### src/rtl/datactrl_if.sv
// Request/response and RAM-port bundle for the data controller.
// master : requester + RAM side (drives requests and mem_din, observes done pulses and RAM cmds)
// slave  : the controller (consumes requests and mem_din, drives done pulses and RAM cmds)
interface datactrl_if #(
  parameter int unsigned ADDR_WIDTH = 32,
  parameter int unsigned DATA_WIDTH = 32
) ();
  // Store port (reorder buffer)
  logic                  rob_datactrl_en_in;
  logic [ADDR_WIDTH-1:0] rob_datactrl_addr_in;
  logic [2:0]            rob_datactrl_width_in;
  logic [DATA_WIDTH-1:0] rob_datactrl_data_in;
  logic                  datactrl_rob_en_out;
  // Load port (load buffer)
  logic                  lbuffer_datactrl_en_in;
  logic [ADDR_WIDTH-1:0] lbuffer_datactrl_addr_in;
  logic [2:0]            lbuffer_datactrl_width_in;
  logic                  lbuffer_datactrl_signed_in;
  logic                  datactrl_lbuffer_en_out;
  logic [DATA_WIDTH-1:0] datactrl_lbuffer_data_out;
  // Byte-wide RAM port
  logic [7:0]            mem_din;
  logic [7:0]            mem_dout;
  logic [ADDR_WIDTH-1:0] mem_a;
  logic                  mem_wr_out;

  modport master (
    output rob_datactrl_en_in, rob_datactrl_addr_in, rob_datactrl_width_in, rob_datactrl_data_in,
    input  datactrl_rob_en_out,
    output lbuffer_datactrl_en_in, lbuffer_datactrl_addr_in, lbuffer_datactrl_width_in,
    output lbuffer_datactrl_signed_in,
    input  datactrl_lbuffer_en_out, datactrl_lbuffer_data_out,
    output mem_din,
    input  mem_dout, mem_a, mem_wr_out
  );

  modport slave (
    input  rob_datactrl_en_in, rob_datactrl_addr_in, rob_datactrl_width_in, rob_datactrl_data_in,
    output datactrl_rob_en_out,
    input  lbuffer_datactrl_en_in, lbuffer_datactrl_addr_in, lbuffer_datactrl_width_in,
    input  lbuffer_datactrl_signed_in,
    output datactrl_lbuffer_en_out, datactrl_lbuffer_data_out,
    input  mem_din,
    output mem_dout, mem_a, mem_wr_out
  );
endinterface

### src/rtl/datactrl.sv
// Memory-side data controller: arbitrates committed stores against loads and serialises each
// access into byte transfers on a single-byte RAM port. Returns one-cycle done pulses, with
// sign/zero-extended data for loads.
// Ports:
//   clk_in      clock
//   rst_in      synchronous active-high reset
//   rdy_in      global enable; low freezes all state and forces mem_wr_out low
//   rob_rst_in  misprediction flush; aborts the in-flight or latched load only
//   bus         datactrl_if.slave: store/load request ports and byte RAM port
module datactrl #(
  parameter int unsigned ADDR_WIDTH = 32,
  parameter int unsigned DATA_WIDTH = 32
) (
  input  logic     clk_in,
  input  logic     rst_in,
  input  logic     rdy_in,
  input  logic     rob_rst_in,
  datactrl_if.slave bus
);

  typedef enum logic [1:0] {StIdle, StStore, StLoad, StLoadTail} state_e;

  state_e state_q, state_d;
  logic [2:0] cnt_q, cnt_d;  // index of the next byte to issue

  // Request slots; width encoding doubles as the byte count
  logic                  st_pend_q, st_pend_d;
  logic [ADDR_WIDTH-1:0] st_addr_q, st_addr_d;
  logic [2:0]            st_n_q, st_n_d;
  logic [DATA_WIDTH-1:0] st_data_q, st_data_d;
  logic                  ld_pend_q, ld_pend_d;
  logic [ADDR_WIDTH-1:0] ld_addr_q, ld_addr_d;
  logic [2:0]            ld_n_q, ld_n_d;
  logic                  ld_signed_q, ld_signed_d;

  logic [DATA_WIDTH-1:0] buf_q, buf_d;
  logic [ADDR_WIDTH-1:0] mem_a_q, mem_a_d;
  logic [7:0]            mem_dout_q, mem_dout_d;
  logic                  mem_wr_q, mem_wr_d;
  logic                  rob_done_q, rob_done_d;
  logic                  ld_done_q, ld_done_d;
  logic [DATA_WIDTH-1:0] ld_data_q, ld_data_d;

  function automatic logic width_ok(logic [2:0] w);
    return (w == 3'b001) || (w == 3'b010) || (w == 3'b100);
  endfunction

  logic st_new, ld_new, sel_ok, start_st, start_ld, st_last, ld_last;
  logic [ADDR_WIDTH-1:0] st_eff_addr, ld_eff_addr;
  logic [DATA_WIDTH-1:0] st_eff_data, ld_word, ld_ext;
  logic [1:0] cap_lane, tail_lane;

  assign st_new = bus.rob_datactrl_en_in && width_ok(bus.rob_datactrl_width_in);
  // A load arriving together with a flush is discarded
  assign ld_new = bus.lbuffer_datactrl_en_in && width_ok(bus.lbuffer_datactrl_width_in) &&
                  !rob_rst_in;
  // The done-pulse cycle never selects, so a queued request starts one cycle later
  assign sel_ok   = (state_q == StIdle) && !rob_done_q && !ld_done_q;
  assign start_st = sel_ok && (st_pend_q || st_new);
  assign start_ld = sel_ok && !start_st && ((ld_pend_q && !rob_rst_in) || ld_new);
  assign st_last  = (cnt_q == st_n_q);
  assign ld_last  = (cnt_q == ld_n_q);

  assign st_eff_addr = st_new ? bus.rob_datactrl_addr_in : st_addr_q;
  assign st_eff_data = st_new ? bus.rob_datactrl_data_in : st_data_q;
  assign ld_eff_addr = ld_new ? bus.lbuffer_datactrl_addr_in : ld_addr_q;

  // Byte read back this cycle belongs to the address issued in the previous cycle
  assign cap_lane  = 2'(cnt_q - 3'd2);
  assign tail_lane = 2'(ld_n_q - 3'd1);

  // State register (with all other state)
  always_ff @(posedge clk_in) begin
    if (rst_in) begin
      state_q     <= StIdle;
      cnt_q       <= '0;
      st_pend_q   <= 1'b0;
      st_addr_q   <= '0;
      st_n_q      <= '0;
      st_data_q   <= '0;
      ld_pend_q   <= 1'b0;
      ld_addr_q   <= '0;
      ld_n_q      <= '0;
      ld_signed_q <= 1'b0;
      buf_q       <= '0;
      mem_a_q     <= '0;
      mem_dout_q  <= '0;
      mem_wr_q    <= 1'b0;
      rob_done_q  <= 1'b0;
      ld_done_q   <= 1'b0;
      ld_data_q   <= '0;
    end else if (rdy_in) begin
      state_q     <= state_d;
      cnt_q       <= cnt_d;
      st_pend_q   <= st_pend_d;
      st_addr_q   <= st_addr_d;
      st_n_q      <= st_n_d;
      st_data_q   <= st_data_d;
      ld_pend_q   <= ld_pend_d;
      ld_addr_q   <= ld_addr_d;
      ld_n_q      <= ld_n_d;
      ld_signed_q <= ld_signed_d;
      buf_q       <= buf_d;
      mem_a_q     <= mem_a_d;
      mem_dout_q  <= mem_dout_d;
      mem_wr_q    <= mem_wr_d;
      rob_done_q  <= rob_done_d;
      ld_done_q   <= ld_done_d;
      ld_data_q   <= ld_data_d;
    end
  end

  // Next state and request slots
  always_comb begin
    state_d = state_q;
    unique case (state_q)
      StIdle: begin
        if (start_st)      state_d = StStore;
        else if (start_ld) state_d = StLoad;
      end
      StStore:    if (st_last) state_d = StIdle;
      StLoad: begin
        if (rob_rst_in)   state_d = StIdle;
        else if (ld_last) state_d = StLoadTail;
      end
      StLoadTail: state_d = StIdle;
      default:    state_d = StIdle;
    endcase

    st_pend_d = st_pend_q;
    st_addr_d = st_addr_q;
    st_n_d    = st_n_q;
    st_data_d = st_data_q;
    if (st_new) begin
      st_pend_d = 1'b1;
      st_addr_d = bus.rob_datactrl_addr_in;
      st_n_d    = bus.rob_datactrl_width_in;
      st_data_d = bus.rob_datactrl_data_in;
    end else if (state_q == StStore && st_last) begin
      st_pend_d = 1'b0;
    end

    ld_pend_d   = ld_pend_q;
    ld_addr_d   = ld_addr_q;
    ld_n_d      = ld_n_q;
    ld_signed_d = ld_signed_q;
    if (rob_rst_in) begin
      ld_pend_d = 1'b0;
    end else if (ld_new) begin
      ld_pend_d   = 1'b1;
      ld_addr_d   = bus.lbuffer_datactrl_addr_in;
      ld_n_d      = bus.lbuffer_datactrl_width_in;
      ld_signed_d = bus.lbuffer_datactrl_signed_in;
    end else if (state_q == StLoadTail) begin
      ld_pend_d = 1'b0;
    end
  end

  // Datapath and registered outputs
  always_comb begin
    ld_word = buf_q;
    ld_word[{tail_lane, 3'b000} +: 8] = bus.mem_din;
    case (ld_n_q)
      3'b001:  ld_ext = {{(DATA_WIDTH-8){ld_signed_q & ld_word[7]}}, ld_word[7:0]};
      3'b010:  ld_ext = {{(DATA_WIDTH-16){ld_signed_q & ld_word[15]}}, ld_word[15:0]};
      default: ld_ext = ld_word;
    endcase

    cnt_d      = cnt_q;
    buf_d      = buf_q;
    mem_a_d    = mem_a_q;
    mem_dout_d = mem_dout_q;
    mem_wr_d   = 1'b0;
    rob_done_d = 1'b0;
    ld_done_d  = 1'b0;
    ld_data_d  = ld_data_q;
    unique case (state_q)
      StIdle: begin
        if (start_st) begin
          mem_a_d    = st_eff_addr;
          mem_dout_d = st_eff_data[7:0];
          mem_wr_d   = 1'b1;
          cnt_d      = 3'd1;
        end else if (start_ld) begin
          mem_a_d = ld_eff_addr;
          buf_d   = '0;
          cnt_d   = 3'd1;
        end
      end
      StStore: begin
        if (!st_last) begin
          mem_a_d    = st_addr_q + ADDR_WIDTH'(cnt_q);
          mem_dout_d = st_data_q[{cnt_q[1:0], 3'b000} +: 8];
          mem_wr_d   = 1'b1;
          cnt_d      = cnt_q + 3'd1;
        end else begin
          rob_done_d = 1'b1;
        end
      end
      StLoad: begin
        if (!rob_rst_in) begin
          if (cnt_q >= 3'd2) buf_d[{cap_lane, 3'b000} +: 8] = bus.mem_din;
          if (!ld_last) begin
            mem_a_d = ld_addr_q + ADDR_WIDTH'(cnt_q);
            cnt_d   = cnt_q + 3'd1;
          end
        end
      end
      StLoadTail: begin
        if (!rob_rst_in) begin
          buf_d     = ld_word;
          ld_data_d = ld_ext;
          ld_done_d = 1'b1;
        end
      end
      default: ;
    endcase
  end

  assign bus.mem_a                     = mem_a_q;
  assign bus.mem_dout                  = mem_dout_q;
  assign bus.mem_wr_out                = mem_wr_q && rdy_in;
  // Held pulses surface only once the block is enabled again
  assign bus.datactrl_rob_en_out       = rob_done_q && rdy_in;
  assign bus.datactrl_lbuffer_en_out   = ld_done_q && rdy_in;
  assign bus.datactrl_lbuffer_data_out = ld_data_q;

endmodule
### src/flat_wrapper.sv
// flat-port wrapper written by rule: the top's interface ports become plain ports
module datactrl_flat 
#(
  parameter int unsigned ADDR_WIDTH = 32,
  parameter int unsigned DATA_WIDTH = 32
)
  (clk_in, rst_in, rdy_in, rob_rst_in, bus_rob_datactrl_en_in, bus_rob_datactrl_addr_in, bus_rob_datactrl_width_in, bus_rob_datactrl_data_in, bus_datactrl_rob_en_out, bus_lbuffer_datactrl_en_in, bus_lbuffer_datactrl_addr_in, bus_lbuffer_datactrl_width_in, bus_lbuffer_datactrl_signed_in, bus_datactrl_lbuffer_en_out, bus_datactrl_lbuffer_data_out, bus_mem_din, bus_mem_dout, bus_mem_a, bus_mem_wr_out);
  datactrl_if #(.ADDR_WIDTH(ADDR_WIDTH), .DATA_WIDTH(DATA_WIDTH)) bus_i ();
  input  logic clk_in;
  input  logic rst_in;
  input  logic rdy_in;
  input  logic rob_rst_in;
  input wire logic [$bits(bus_i.rob_datactrl_en_in)-1:0] bus_rob_datactrl_en_in;
  input wire logic [$bits(bus_i.rob_datactrl_addr_in)-1:0] bus_rob_datactrl_addr_in;
  input wire logic [$bits(bus_i.rob_datactrl_width_in)-1:0] bus_rob_datactrl_width_in;
  input wire logic [$bits(bus_i.rob_datactrl_data_in)-1:0] bus_rob_datactrl_data_in;
  output wire logic [$bits(bus_i.datactrl_rob_en_out)-1:0] bus_datactrl_rob_en_out;
  input wire logic [$bits(bus_i.lbuffer_datactrl_en_in)-1:0] bus_lbuffer_datactrl_en_in;
  input wire logic [$bits(bus_i.lbuffer_datactrl_addr_in)-1:0] bus_lbuffer_datactrl_addr_in;
  input wire logic [$bits(bus_i.lbuffer_datactrl_width_in)-1:0] bus_lbuffer_datactrl_width_in;
  input wire logic [$bits(bus_i.lbuffer_datactrl_signed_in)-1:0] bus_lbuffer_datactrl_signed_in;
  output wire logic [$bits(bus_i.datactrl_lbuffer_en_out)-1:0] bus_datactrl_lbuffer_en_out;
  output wire logic [$bits(bus_i.datactrl_lbuffer_data_out)-1:0] bus_datactrl_lbuffer_data_out;
  input wire logic [$bits(bus_i.mem_din)-1:0] bus_mem_din;
  output wire logic [$bits(bus_i.mem_dout)-1:0] bus_mem_dout;
  output wire logic [$bits(bus_i.mem_a)-1:0] bus_mem_a;
  output wire logic [$bits(bus_i.mem_wr_out)-1:0] bus_mem_wr_out;
  assign bus_i.rob_datactrl_en_in = bus_rob_datactrl_en_in;
  assign bus_i.rob_datactrl_addr_in = bus_rob_datactrl_addr_in;
  assign bus_i.rob_datactrl_width_in = bus_rob_datactrl_width_in;
  assign bus_i.rob_datactrl_data_in = bus_rob_datactrl_data_in;
  assign bus_datactrl_rob_en_out = bus_i.datactrl_rob_en_out;
  assign bus_i.lbuffer_datactrl_en_in = bus_lbuffer_datactrl_en_in;
  assign bus_i.lbuffer_datactrl_addr_in = bus_lbuffer_datactrl_addr_in;
  assign bus_i.lbuffer_datactrl_width_in = bus_lbuffer_datactrl_width_in;
  assign bus_i.lbuffer_datactrl_signed_in = bus_lbuffer_datactrl_signed_in;
  assign bus_datactrl_lbuffer_en_out = bus_i.datactrl_lbuffer_en_out;
  assign bus_datactrl_lbuffer_data_out = bus_i.datactrl_lbuffer_data_out;
  assign bus_i.mem_din = bus_mem_din;
  assign bus_mem_dout = bus_i.mem_dout;
  assign bus_mem_a = bus_i.mem_a;
  assign bus_mem_wr_out = bus_i.mem_wr_out;
  datactrl #(.ADDR_WIDTH(ADDR_WIDTH), .DATA_WIDTH(DATA_WIDTH)) u_core (.clk_in(clk_in), .rst_in(rst_in), .rdy_in(rdy_in), .rob_rst_in(rob_rst_in), .bus(bus_i));
endmodule
### config.mk
export PLATFORM = sky130hd
export DESIGN_NAME = datactrl_flat
export DESIGN_NICKNAME = d
export VERILOG_FILES = /design/src/rtl/datactrl_if.sv /design/src/rtl/datactrl.sv /design/src/flat_wrapper.sv
export SDC_FILE = /design/constraint.sdc
export NUM_CORES = 1
export LEC_CHECK = 0
export CORE_ASPECT_RATIO = 1.4
export CORE_MARGIN = 2
export CORE_UTILIZATION = 33
export DETAILED_ROUTE_END_ITERATION = 16
export GPL_TIMING_DRIVEN = 0
export PLACE_DENSITY = 0.53
export SLEW_MARGIN = 5
export SYNTH_ARGS = -nofsm -noshare
export SYNTH_HDL_FRONTEND = slang
export SYNTH_SLANG_ARGS = --single-unit
### constraint.sdc
create_clock -name clk_in -period 3.7 [get_ports clk_in]
set_input_delay 0.555 -clock clk_in [delete_from_list [all_inputs] [get_ports clk_in]]
set_output_delay 0.555 -clock clk_in [all_outputs]
set_load 0.005 [all_outputs]
[Yosys cells after proc, flatten, opt, wreduce, memory -nomap -nowiden]
Cells that the tools add are included.
Cells by class
  divide/modulo/power cells: 0
  magnitude comparators: 1
  $add $sub $neg: 7
  reductions and logical operators: 39
  shift operators: 5
  muxes and demuxes: 45
  multipliers: 0
  bitwise gates (word level): 3
  eq/ne operators: 24
Operators with widths (number)
  two-way mux 32 bit: 12
  one-hot mux 32 bit (3 select lines): 2
  adder 32 x 3 -> 32 bit: 2
  bitwise mux 32 bit: 2
  one-hot mux 32 bit (2 select lines): 1
  variable shift 8 x 7 -> 32 bit (first input constant): 2
  indexed part select 8 x 7 -> 32 bit: 2
  indexed part select 32 x 6 -> 8 bit: 1
  two-way mux 8 bit: 3
  one-hot mux 8 bit (2 select lines): 1
  two-way mux 3 bit: 5
  negation 5 -> 7 bit: 2
  logical AND 1 bit: 13
  two-way mux 1 bit: 11
  two-way mux 2 bit: 5
  inequality test 2 bit (second input constant): 5
  equality test 3 x 1 -> 1 bit (second input constant): 3
  equality test 3 x 2 -> 1 bit (second input constant): 3
  one-hot mux 3 bit (3 select lines): 1
  nonzero test 3 bit: 3
  inequality test 2 x 1 -> 1 bit (second input constant): 4
  one-hot mux 2 bit (4 select lines): 1
  AND reduction 2 bit: 4
  AND reduction 4 bit: 2
  other kinds (20): 34
Word-level totals
  memories: 0
  logic and storage cells: 142
  memory bits (writable): 0
  ROM bits: 0
  latch bits: 0
  bits in registers: 217

[Logic depth before layout (Yosys ltp)]
Gate-level depths: netlist (run 1).
  depth in word-level cells: 12
  mapped depth: 17

[Worst setup path after synthesis (run 1)]
OpenSTA, ideal clock, no wires.
  path type: reg2reg
  start: reg u_core.state_q[0]
  end: reg u_core.mem_a_q[31] (netlist: u_core.bus.mem_a[31])
  stages on the path, launching flop included: 18
  setup slack: -0.378 ns
  arrival: 3.983 ns
  path buffers: 7
  cell sequence: dfxtp_1 > inv_1 > ha_1 > buf_6 > buf_2 > buf_2 > buf_2 > clkbuf_1 > mux2_2 > ha_1 > a21oi_1 > a22o_1 > buf_2 > or3_1 > buf_2 > o31ai_1 > nand3_1 > a221oi_1
Between the ends
  cells in the longest elaborated chain, start to end: 9
  elaborated cells on any way between the ends: 17
  classes of those cells: eq/ne: 6; mux: 2; reduce/logical: 9
Ends and longest elaborated chain
  start: declaration: RTL line datactrl.sv:23  | state_e state_q, state_d;
  start signal: assignment: RTL line datactrl.sv:75  | state_q <= StIdle;
  start signal: assignment: RTL line datactrl.sv:93  | state_q <= state_d;
  logical NOT 2 bit: RTL line datactrl.sv:58, datactrl.sv:177
  logical AND 1 bit (2 in a row): RTL line datactrl.sv:58  | assign sel_ok = (state_q == StIdle) && !rob_done_q && !ld_done_q;
  logical AND 1 bit: RTL line datactrl.sv:59  | assign start_st = sel_ok && (st_pend_q || st_new);
  logical NOT 1 bit: RTL line datactrl.sv:60  | assign start_ld = sel_ok && !start_st && ((ld_pend_q && !rob_rst_in) || ld_new);
  logical AND 1 bit (2 in a row): RTL line datactrl.sv:60
  inequality test 3 x 1 -> 1 bit (no line)
  AND reduction 6 bit (no line)
  end signal: assignment: RTL line datactrl.sv:104  | mem_a_q <= mem_a_d;
  end: declaration: RTL line datactrl.sv:37  | logic [ADDR_WIDTH-1:0] mem_a_q, mem_a_d;
Several ways; a longest one is shown, not always the timed one.
A chain may end at the register's enable or synchronous reset.

[Worst setup path in the final report (run 1)]
  start: reg u_core.state_q[0]
  end: reg u_core.mem_a_q[25] (netlist: u_core.bus.mem_a[25])
Same word-level chain as after synthesis.

==> results.ini, run 1 <==
[run_status]
status=finished clean

[global_route]
grt_pass1_wl_mm=70.16
grt_use_total=0.2428
grt-ovfl-total=0
antenna_found_initial=7
grt_pass1_vias=11930
grt_max_degree=21

[layout]
syn_to_final_growth_pct=29.16
design.final.nets=1915
fillCellCount=3615
fin_area_mm2=0.01545
drive_gt1_frac=0.06069

[setup_path]
critPathCaptureType=register
start_kind=register
critical_path_class=register to register
cp_cell_sequence=inv_2 > ha_4 > buf_12 > buf_16 > mux2_2 > ha_4 > a21oi_1 > a22o_1 > buf_2 > or3_4 > or3_1 > a32oi_2 > a211oi_1
max_stage_delay_ns=0.43
cp_max_fo=14
crit_top_cell=ha_4
required_ns=4.08
startpoint=u_core.state_q[0]
rrSetupSlack_ns=0.17
r2r_start=u_core.state_q[0]
crit_slowest_cell=or3_4
critPathArrivalTime_ns=3.91

[power]
power_leakage_nw=5.196
ir_drop_v=0.0003380
design_power_total_mw=7.387
powerDensity_mw_per_mm2=478.1

[timing]
rsz0062_at_grt=false
min_period_ns=3.532
tns_ns=0
final_max_slew_viol_count=0
post-route-period-util=0.9547
fin_ws_ns=0.1676
max_slew_margin=0.3645
hold_viol_final=0
setup_viol=0
skew_ns=0.01150
tightest_slew_ns=0.9533
fmax_mhz=283.1

[die]
coreArea_mm2=0.03581
fp-row-count=82
die_area_mm2=0.03781
io_pins=192
initial_utilization=0.3341
die_w_um=164.9
die_y_um=229.3

[logic_synthesis]
synth_cell_type_count=68
synth.top_cell.area_share=0.3631
ys_seq_area_frac=0.3631
ys_warn_count=0
synthTopCellsByCount=nand2_1, dfxtp_1, a21oi_1, nor2_1, mux2i_1
async_flop_share=0
synth_edf_count=0
syn-num-nets=1705
synth.cell_area_mm2=0.01196
yosysMostFrequentCell=nand2_1
synth_flop_cell=dfxtp_1
avgSynthCellArea_um2=7.629
synth_area_leaders=dfxtp_1, nand2_1, mux2i_1, a21oi_1, o21ai_0
synth_top_area_cell=dfxtp_1
syn_inst=1568
synth_seq_cells=217

[clock_network]
numClockSinks=217
clock_latency_ns=0.54
root_buffer=clkbuf_16
h-tree-depth=1
cts_buffers=25
cts.hold.buffers_added=0
tritoncts=yes
path_clk_slew_ns=0.06
cts_buffer_depth=3

[routing]
first_pass_iters=5
initialDrtViolationCount=931
drc=0
antenna_left=0
avgViaCountPerCell=5.454
wirelength_mm=47.20
via_count=12360
wl_per_cell_um=20.83

[hold_path]
hp-class=register to register
min_from=u_core.st_data_q[26]

[place]
hpwl_mm=34.67
place_ws_ns=-0.9260
placed_area_mm2=0.01439
gp_congestion=0.8693
io_buffer_count=181

[flow_run]
drv_cap=0

what timing repair did:
item / in CTS / in global routing
cloned: 1 / 1
gates resized for setup: 10 / 10
endpoints found under the setup margin: 29 / 53
buffers inserted: 2 / 1
pin swaps: 1 / 0
critical path: cells and delay by family, from the launching register on:
family | cells | cell delay (ns)
and+or+nand+nor | 2 | 0.83
AOI/OAI and AO/OA | 4 | 0.71
buffers and inverters | 4 | 0.63
adders and majority gates | 2 | 0.47
muxes | 1 | 0.38
DFF | 1 | 0.34
layer usage:
metal | vias to the layer above | part of all wire | GRT usage | routed length (um)
li1 | 5938 | - | - | -
met1 | 5847 | 0.39 | 0.2768 | 18550
met2 | 455 | 0.50 | 0.4353 | 23690
met3 | 116 | 0.056 | 0.03477 | 2638
met4 | 2 | 0.049 | 0.1215 | 2311
met5 | - | 0.00028 | 0 | 13
report_power, final:
| part | switching [mW] | internal [mW] | total [mW] | leakage (nW) |
|---|---|---|---|---|
| registers | 0.137 | 2.53 | 2.67 | 1.76 |
| logic | 1.19 | 0.778 | 1.97 | 2.99 |
| clock network | 1.07 | 1.68 | 2.75 | 0.445 |
| total | 2.40 | 4.99 | 7.39 | 5.20 |
flip-flops by register name, indices dropped and copies added, names as in the netlist, 2 cells and up:
signal,cells
u_core.cnt_q,3
u_core.bus.mem_dout,8
u_core.bus.mem_a,32
u_core.state_q,2
u_core.ld_addr_q,32
u_core.st_data_q,32
u_core.st_n_q,3
u_core.bus.datactrl_lbuffer_data_out,32
u_core.ld_n_q,3
u_core.st_addr_q,32
u_core.buf_q,32
layout by cell type, fill, tap and decap left out, drive strengths merged, types with 6 or more instances in the layout:
master and instances:
buf 24, o211ai 6, clkbuf 133, inv 67, nor3 41, nand4 8, clkdlybuf4s50 181, a221oi 25
mux2i 97, mux2 12, a311oi 12, xnor2 6, nand2b 12, clkinv 7, nor4b 6, o21ai 84
dfxtp 217, ha 19, diode 8, nand2 345, nor2 99, a211oi 44, a31oi 6, a21oi 179
mux4 8, or3 6, xor2 17, a22oi 32, and2 6, nand3 27
logic make-up after synthesis:
| group | synth area share |
|---|---|
| AND/OR/NAND/NOR | 0.2123 |
| flip-flops | 0.3631 |
| multiplexers | 0.1075 |
| adder cells (fa/ha/maj) | 0.02155 |
| AO/OA/AOI/OAI | 0.2160 |
| buffers and inverters | 0.06265 |
| XOR/XNOR | 0.01684 |
metrics by stage:
stage                     utilization  hold slack, ns  cells
after CTS                      0.4286          0.4449   2256
after global placement         0.4014          0.4411   2211
after detailed placement       0.4018          0.4486   2211
final                          0.4315          0.4558   2266
after global routing           0.4314          0.4662   2265
after floorplan                     -          0.4331   1568
path summary, 6_finish.rpt:
check,to,cells after the start
worst max-delay path,u_core.bus.mem_a[25],13
worst min-delay path,u_core.st_data_q[26],2
worst min register to register,u_core.st_data_q[26],2
worst max register to register,u_core.bus.mem_a[25],13
layout make-up:
| cell class | count | area, um2 | share of cell area |
|---|---|---|---|
| Timing Repair Buffer | 186 | 1892 | 0.1224 |
| Inverter | 67 | 251.5 | 0.01628 |
| Tap cell | 462 | 578.1 | 0.03741 |
| Sequential cell | 217 | 4344 | 0.2812 |
| Clock buffer | 32 | 701.9 | 0.04543 |
| Clock inverter | 13 | 192.7 | 0.01247 |
| Antenna cell | 8 | 20.02 | 0.001296 |
| Multi-Input combinational cell | 1160 | 6950 | 0.4498 |
| Buffer | 121 | 520.5 | 0.03369 |
Power figures use the tool's default switching activity.
==> inputs of run 2 (changes only) <==
==> constraint.sdc (replaced) <==
create_clock -name clk_in -period 3.7 [get_ports clk_in]
set_input_delay 0.74 -clock clk_in [delete_from_list [all_inputs] [get_ports clk_in]]
set_output_delay 0.74 -clock clk_in [all_outputs]
set_load 0.005 [all_outputs]
==> run 2 against run 1 <==
Effect of this change: final cell count barely moved; first-iteration DRC count rose by 1.8%; largest cell class unchanged; non-clock buffer count did not move; wire length fell by 0.13%; cell area barely moved; utilization barely moved; largest power group unchanged; sequential share of layout area barely moved; total power barely moved; sequential power barely moved; clock power barely moved.
==> results.ini, run 2 (synthesis gave the netlist of run 1 again) <==
[timing]
setup_viol=0
max_slew_margin=0.3667
hold_viol_final=0
tightest_slew_ns=0.9474
min_period_ns=3.525
skew_ns=0.01032
rsz0062_at_grt=false
hold_slack_ns=0.4557
fin_ws_ns=0.1754
final_max_slew_viol_count=0
fmax_mhz=283.7
post-route-period-util=0.9526

[run_status]
status=finished clean

[place]
place_ws_ns=-0.9260
hpwl_mm=34.67
io_buffer_count=181
gp_congestion=0.8693
placed_area_mm2=0.01439

[layout]
fin_area_mm2=0.01545
drive_gt1_frac=0.06069
final_cell_mix=nand2_1, dfxtp_1, clkdlybuf4s50_1
design.final.nets=1915
layout_commonest_cell=nand2_1
syn_to_final_growth_pct=29.14

[setup_path]
cp_max_fo=14
start_kind=register
crit_slowest_cell=or3_4
required_ns=4.08
rrSetupSlack_ns=0.18
critical_path_class=register to register
max_stage_delay_ns=0.43
critPathArrivalTime_ns=3.90
cp_cell_sequence=inv_2 > ha_4 > buf_12 > buf_16 > mux2_2 > ha_4 > a21oi_1 > a22o_1 > buf_2 > or3_4 > or3_1 > a32oi_2 > a211oi_1
crit_top_cell=ha_4
critPathCaptureType=register

[clock_network]
path_clk_slew_ns=0.06
cts_buffer_depth=3
h-tree-depth=1
root_buffer=clkbuf_16
numClockSinks=217
tritoncts=yes
cts.hold.buffers_added=0
clock_latency_ns=0.54
cts_buffers=25

[global_route]
grt_max_degree=21
grt_pass1_vias=11930
grt-ovfl-total=0
grt_use_total=0.2428
antenna_found_initial=7
grt_pass1_wl_mm=70.16
grtUsageMet3=0.03477
use_met2=0.4353
met1_usage=0.2768
busiest_layer=met2

[routing]
antenna_left=0
avgViaCountPerCell=5.442
initialDrtViolationCount=948
wirelength_mm=47.14
via_count=12330
first_pass_iters=5
drc=0
wl_per_cell_um=20.81

[die]
fp-row-count=82
die_w_um=164.9
die_area_mm2=0.03781
coreArea_mm2=0.03581
io_pins=192
die_y_um=229.3
initial_utilization=0.3341

[power]
power_leakage_nw=5.197
powerDensity_mw_per_mm2=477.9
ir_drop_v=0.0003377

[hold_path]
hp-class=register to register

[flow_run]
drv_cap=0

==> run 2: cell types whose count changed in the layout (fill, tap and decap cells not counted) <==
cell      previous run  this run
buf_2                9        10
clkbuf_2             9         8
diode_2              8         7
==> run 2: final timing paths <==
check,startpoint,end,cells after the start
worst max-delay path,u_core.state_q[0],u_core.bus.mem_a[25],13
worst min-delay path,u_core.st_data_q[29],u_core.st_data_q[29],2
worst max register to register,u_core.state_q[0],u_core.bus.mem_a[25],13
worst min register to register,u_core.st_data_q[29],u_core.st_data_q[29],2
==> run 2: critical path, delay by kind of cell (launching register included) <==
| family | cells | cell delay [ns] |
|---|---|---|
| AOI/OAI and AO/OA | 4 | 0.71 |
| adders and majority gates | 2 | 0.47 |
| buffers and inverters | 4 | 0.63 |
| DFF | 1 | 0.34 |
| muxes | 1 | 0.38 |
| and+or+nand+nor | 2 | 0.83 |
==> run 2: area by class of cell <==
class / instances / area (um2)
Antenna cell: 7 / 17.52
Buffer: 121 / 520.5
Clock buffer: 32 / 701.9
Clock inverter: 13 / 192.7
Fill cell: 3615 / 20360
Inverter: 67 / 251.5
Multi-Input combinational cell: 1160 / 6950
Sequential cell: 217 / 4344
Tap cell: 462 / 578.1
Timing Repair Buffer: 186 / 1892
==> run 2: timing repair <==
item / in CTS / in global routing
pin swaps: 1 / 0
gates cloned: 1 / 1
setup buffers: 2 / 1
endpoints found under the setup margin: 58 / 34
gates resized for setup: 11 / 9
==> run 2: stage by stage <==
| step | total power [mW] | setup TNS (ns) | util | instances |
|---|---|---|---|---|
| detailed placement | 4.617 | -40.88 | 0.4018 | 2211 |
| global route | 7.690 | 0 | 0.4314 | 2265 |
| global placement | 4.594 | -39.03 | 0.4014 | 2211 |
| finish | 7.383 | 0 | 0.4314 | 2265 |
| floorplan | 3.777 | 0 | - | 1568 |
| CTS | 7.377 | 0 | 0.4286 | 2256 |
==> run 2: power by group <==
group	internal, mW	total (mW)	switching (mW)
registers	2.53	2.67	0.137
logic	0.778	1.97	1.19
clock network	1.68	2.75	1.06
total	4.99	7.38	2.39
==> run 2: per-layer routing <==
layer	vias up	wire length, um
met5	-	13
met4	2	2336
met3	116	2737
met2	436	23690
met1	5834	18360
li1	5938	-
==> inputs of run 3 (changes only) <==
--- a/config.mk
+++ b/config.mk
@@ -11,6 +11,7 @@
 export DETAILED_ROUTE_END_ITERATION = 16
 export GPL_TIMING_DRIVEN = 0
 export PLACE_DENSITY = 0.53
+export SETUP_SLACK_MARGIN = 0.05
 export SLEW_MARGIN = 5
 export SYNTH_ARGS = -nofsm -noshare
 export SYNTH_HDL_FRONTEND = slang
==> run 3 against run 2 <==
Effect of this change: sequential power is essentially flat; largest cell class unchanged; maximum frequency is 1.2% lower; sequential share of layout area increased by 0.17 points; via count increased by 1.1%.
==> results.ini, run 3 (synthesis gave the netlist of run 1 again) <==
[power]
p_comb_frac=0.278
swShare=0.3345
clkPwrFrac=0.345
ir_drop_v=0.0003562
power_leakage_nw=5.147
p_int_mw=4.713
p_switching_mw=2.369
powerDensity_mw_per_mm2=461.2
seqPwrFrac=0.377

[timing]
fmax_mhz=280.3
post-route-period-util=0.9641
hold_viol_final=0
tightest_slew_ns=1.358
rsz0062_at_grt=false
max_slew_margin=0.09488
hold_slack_ns=0.4568
skew_ns=0.02636
setup_viol=0
min_period_ns=3.567
final_max_slew_viol_count=0

[die]
die_area_mm2=0.03781
die_y_um=229.3
initial_utilization=0.3341
die_w_um=164.9
fp-row-count=82
coreArea_mm2=0.03581
io_pins=192

[setup_path]
critPathArrivalTime_ns=3.97
worstRegToRegCells=14
critical_path_class=register to register
start_kind=register
startpoint=u_core.state_q[0]
required_ns=4.10
r2r-end=u_core.bus.mem_a[25]
critPathCaptureType=register
cp_max_fo=10
crit_end=u_core.bus.mem_a[25]
r2r_start=u_core.state_q[0]
rrSetupSlack_ns=0.13

[clock_network]
numClockSinks=217
clock_latency_ns=0.55
tritoncts=yes
h-tree-depth=1
path_clk_slew_ns=0.06
cts_buffers=25
cts_buffer_depth=3
cts.hold.buffers_added=0
root_buffer=clkbuf_16

[run_status]
status=finished clean

[routing]
antenna_left=0
wirelength_mm=47.01
wl_per_cell_um=20.72
avgViaCountPerCell=5.494
first_pass_iters=5
via_count=12470
drc=0
initialDrtViolationCount=775

[layout]
fillCellCount=3698
register_area_mm2=0.004344
drive_gt1_frac=0.06059
final_cell_mix=nand2_1, dfxtp_1, clkdlybuf4s50_1
design.final.nets=1920
fin_area_mm2=0.01536
syn_to_final_growth_pct=28.38
fin_cells=2269
postLayoutCoreUtil=0.4289
layout_commonest_cell=nand2_1
multi_input_area_mm2=0.006967

[global_route]
grt_pass1_vias=12250
grt-ovfl-total=0
grt_pass1_wl_mm=70.76
grt_use_total=0.2437
grt_max_degree=20
antenna_found_initial=6

[hold_path]
hp-class=register to register

[flow_run]
drv_cap=0

[place]
gp_congestion=0.8758
placed_area_mm2=0.01441
io_buffer_count=181
place_inst=2211
hpwl_mm=34.71

## run 3: worst max-delay path, stage by stage, from the launching register on
cell and delay (ns):
dfxtp_1 0.34, inv_2 0.11, ha_4 0.18, buf_12 0.12, buf_12 0.14, buf_16 0.12
mux2_2 0.36, ha_4 0.30, a21oi_1 0.10, a22o_1 0.24, buf_2 0.19, or3_4 0.42
or3_1 0.40, a32oi_2 0.27, a211oi_1 0.11
## run 3: routing by layer
metal,routed length (um),global-route usage
met4,2469,0.1250
met5,0,0
met2,23470,0.4302
met1,18540,0.2840
met3,2528,0.03260
## run 3: cell type report
cell class,count,share of cell area
Clock inverter,5,0.003422
Antenna cell,8,0.001304
Timing Repair Buffer,190,0.1224
Tap cell,462,0.03764
Sequential cell,217,0.2829
Clock buffer,38,0.04717
Multi-Input combinational cell,1160,0.4536
Inverter,67,0.01638
Buffer,122,0.03520
## run 3: stage by stage
step	setup WS, ns	power [mW]	setup TNS, ns
after floorplan	0.08304	3.780	0
after global placement	-0.7678	4.600	-35.42
after detailed placement	-0.7668	4.616	-37.15
after CTS	0.05687	7.080	0
after global routing	0.03620	7.406	0
final	0.1327	7.082	0
## run 3: worst min-delay path by stage
stage                                       to  slack (ns)                  from  cells past startpoint
after global placement     u_core.st_data_q[8]        0.44   u_core.st_data_q[8]                      2
after detailed placement  u_core.st_data_q[20]        0.45  u_core.st_data_q[20]                      2
after global routing      u_core.st_data_q[20]        0.47  u_core.st_data_q[20]                      2
after CTS                 u_core.st_data_q[20]        0.46  u_core.st_data_q[20]                      2
after floorplan           u_core.st_data_q[10]        0.43  u_core.st_data_q[10]                      2
final                     u_core.st_data_q[29]        0.46  u_core.st_data_q[29]                      2
## run 3: timing repair
action,CTS,global route
pin swaps,2,1
setup endpoints to repair,58,39
setup buffers,4,5
resized for setup,17,8
endpoints found under the hold margin,0,0
## run 3: power groups by stage
| stage | clock (mW) | combinational, mW | sequential [mW] |
|---|---|---|---|
| global placement | 0 | 1.89 | 2.71 |
| floorplan | 0 | 1.10 | 2.68 |
| CTS | 2.49 | 1.93 | 2.67 |
| detailed placement | 0 | 1.90 | 2.71 |
| finish | 2.44 | 1.97 | 2.67 |
| global route | 2.59 | 2.13 | 2.69 |
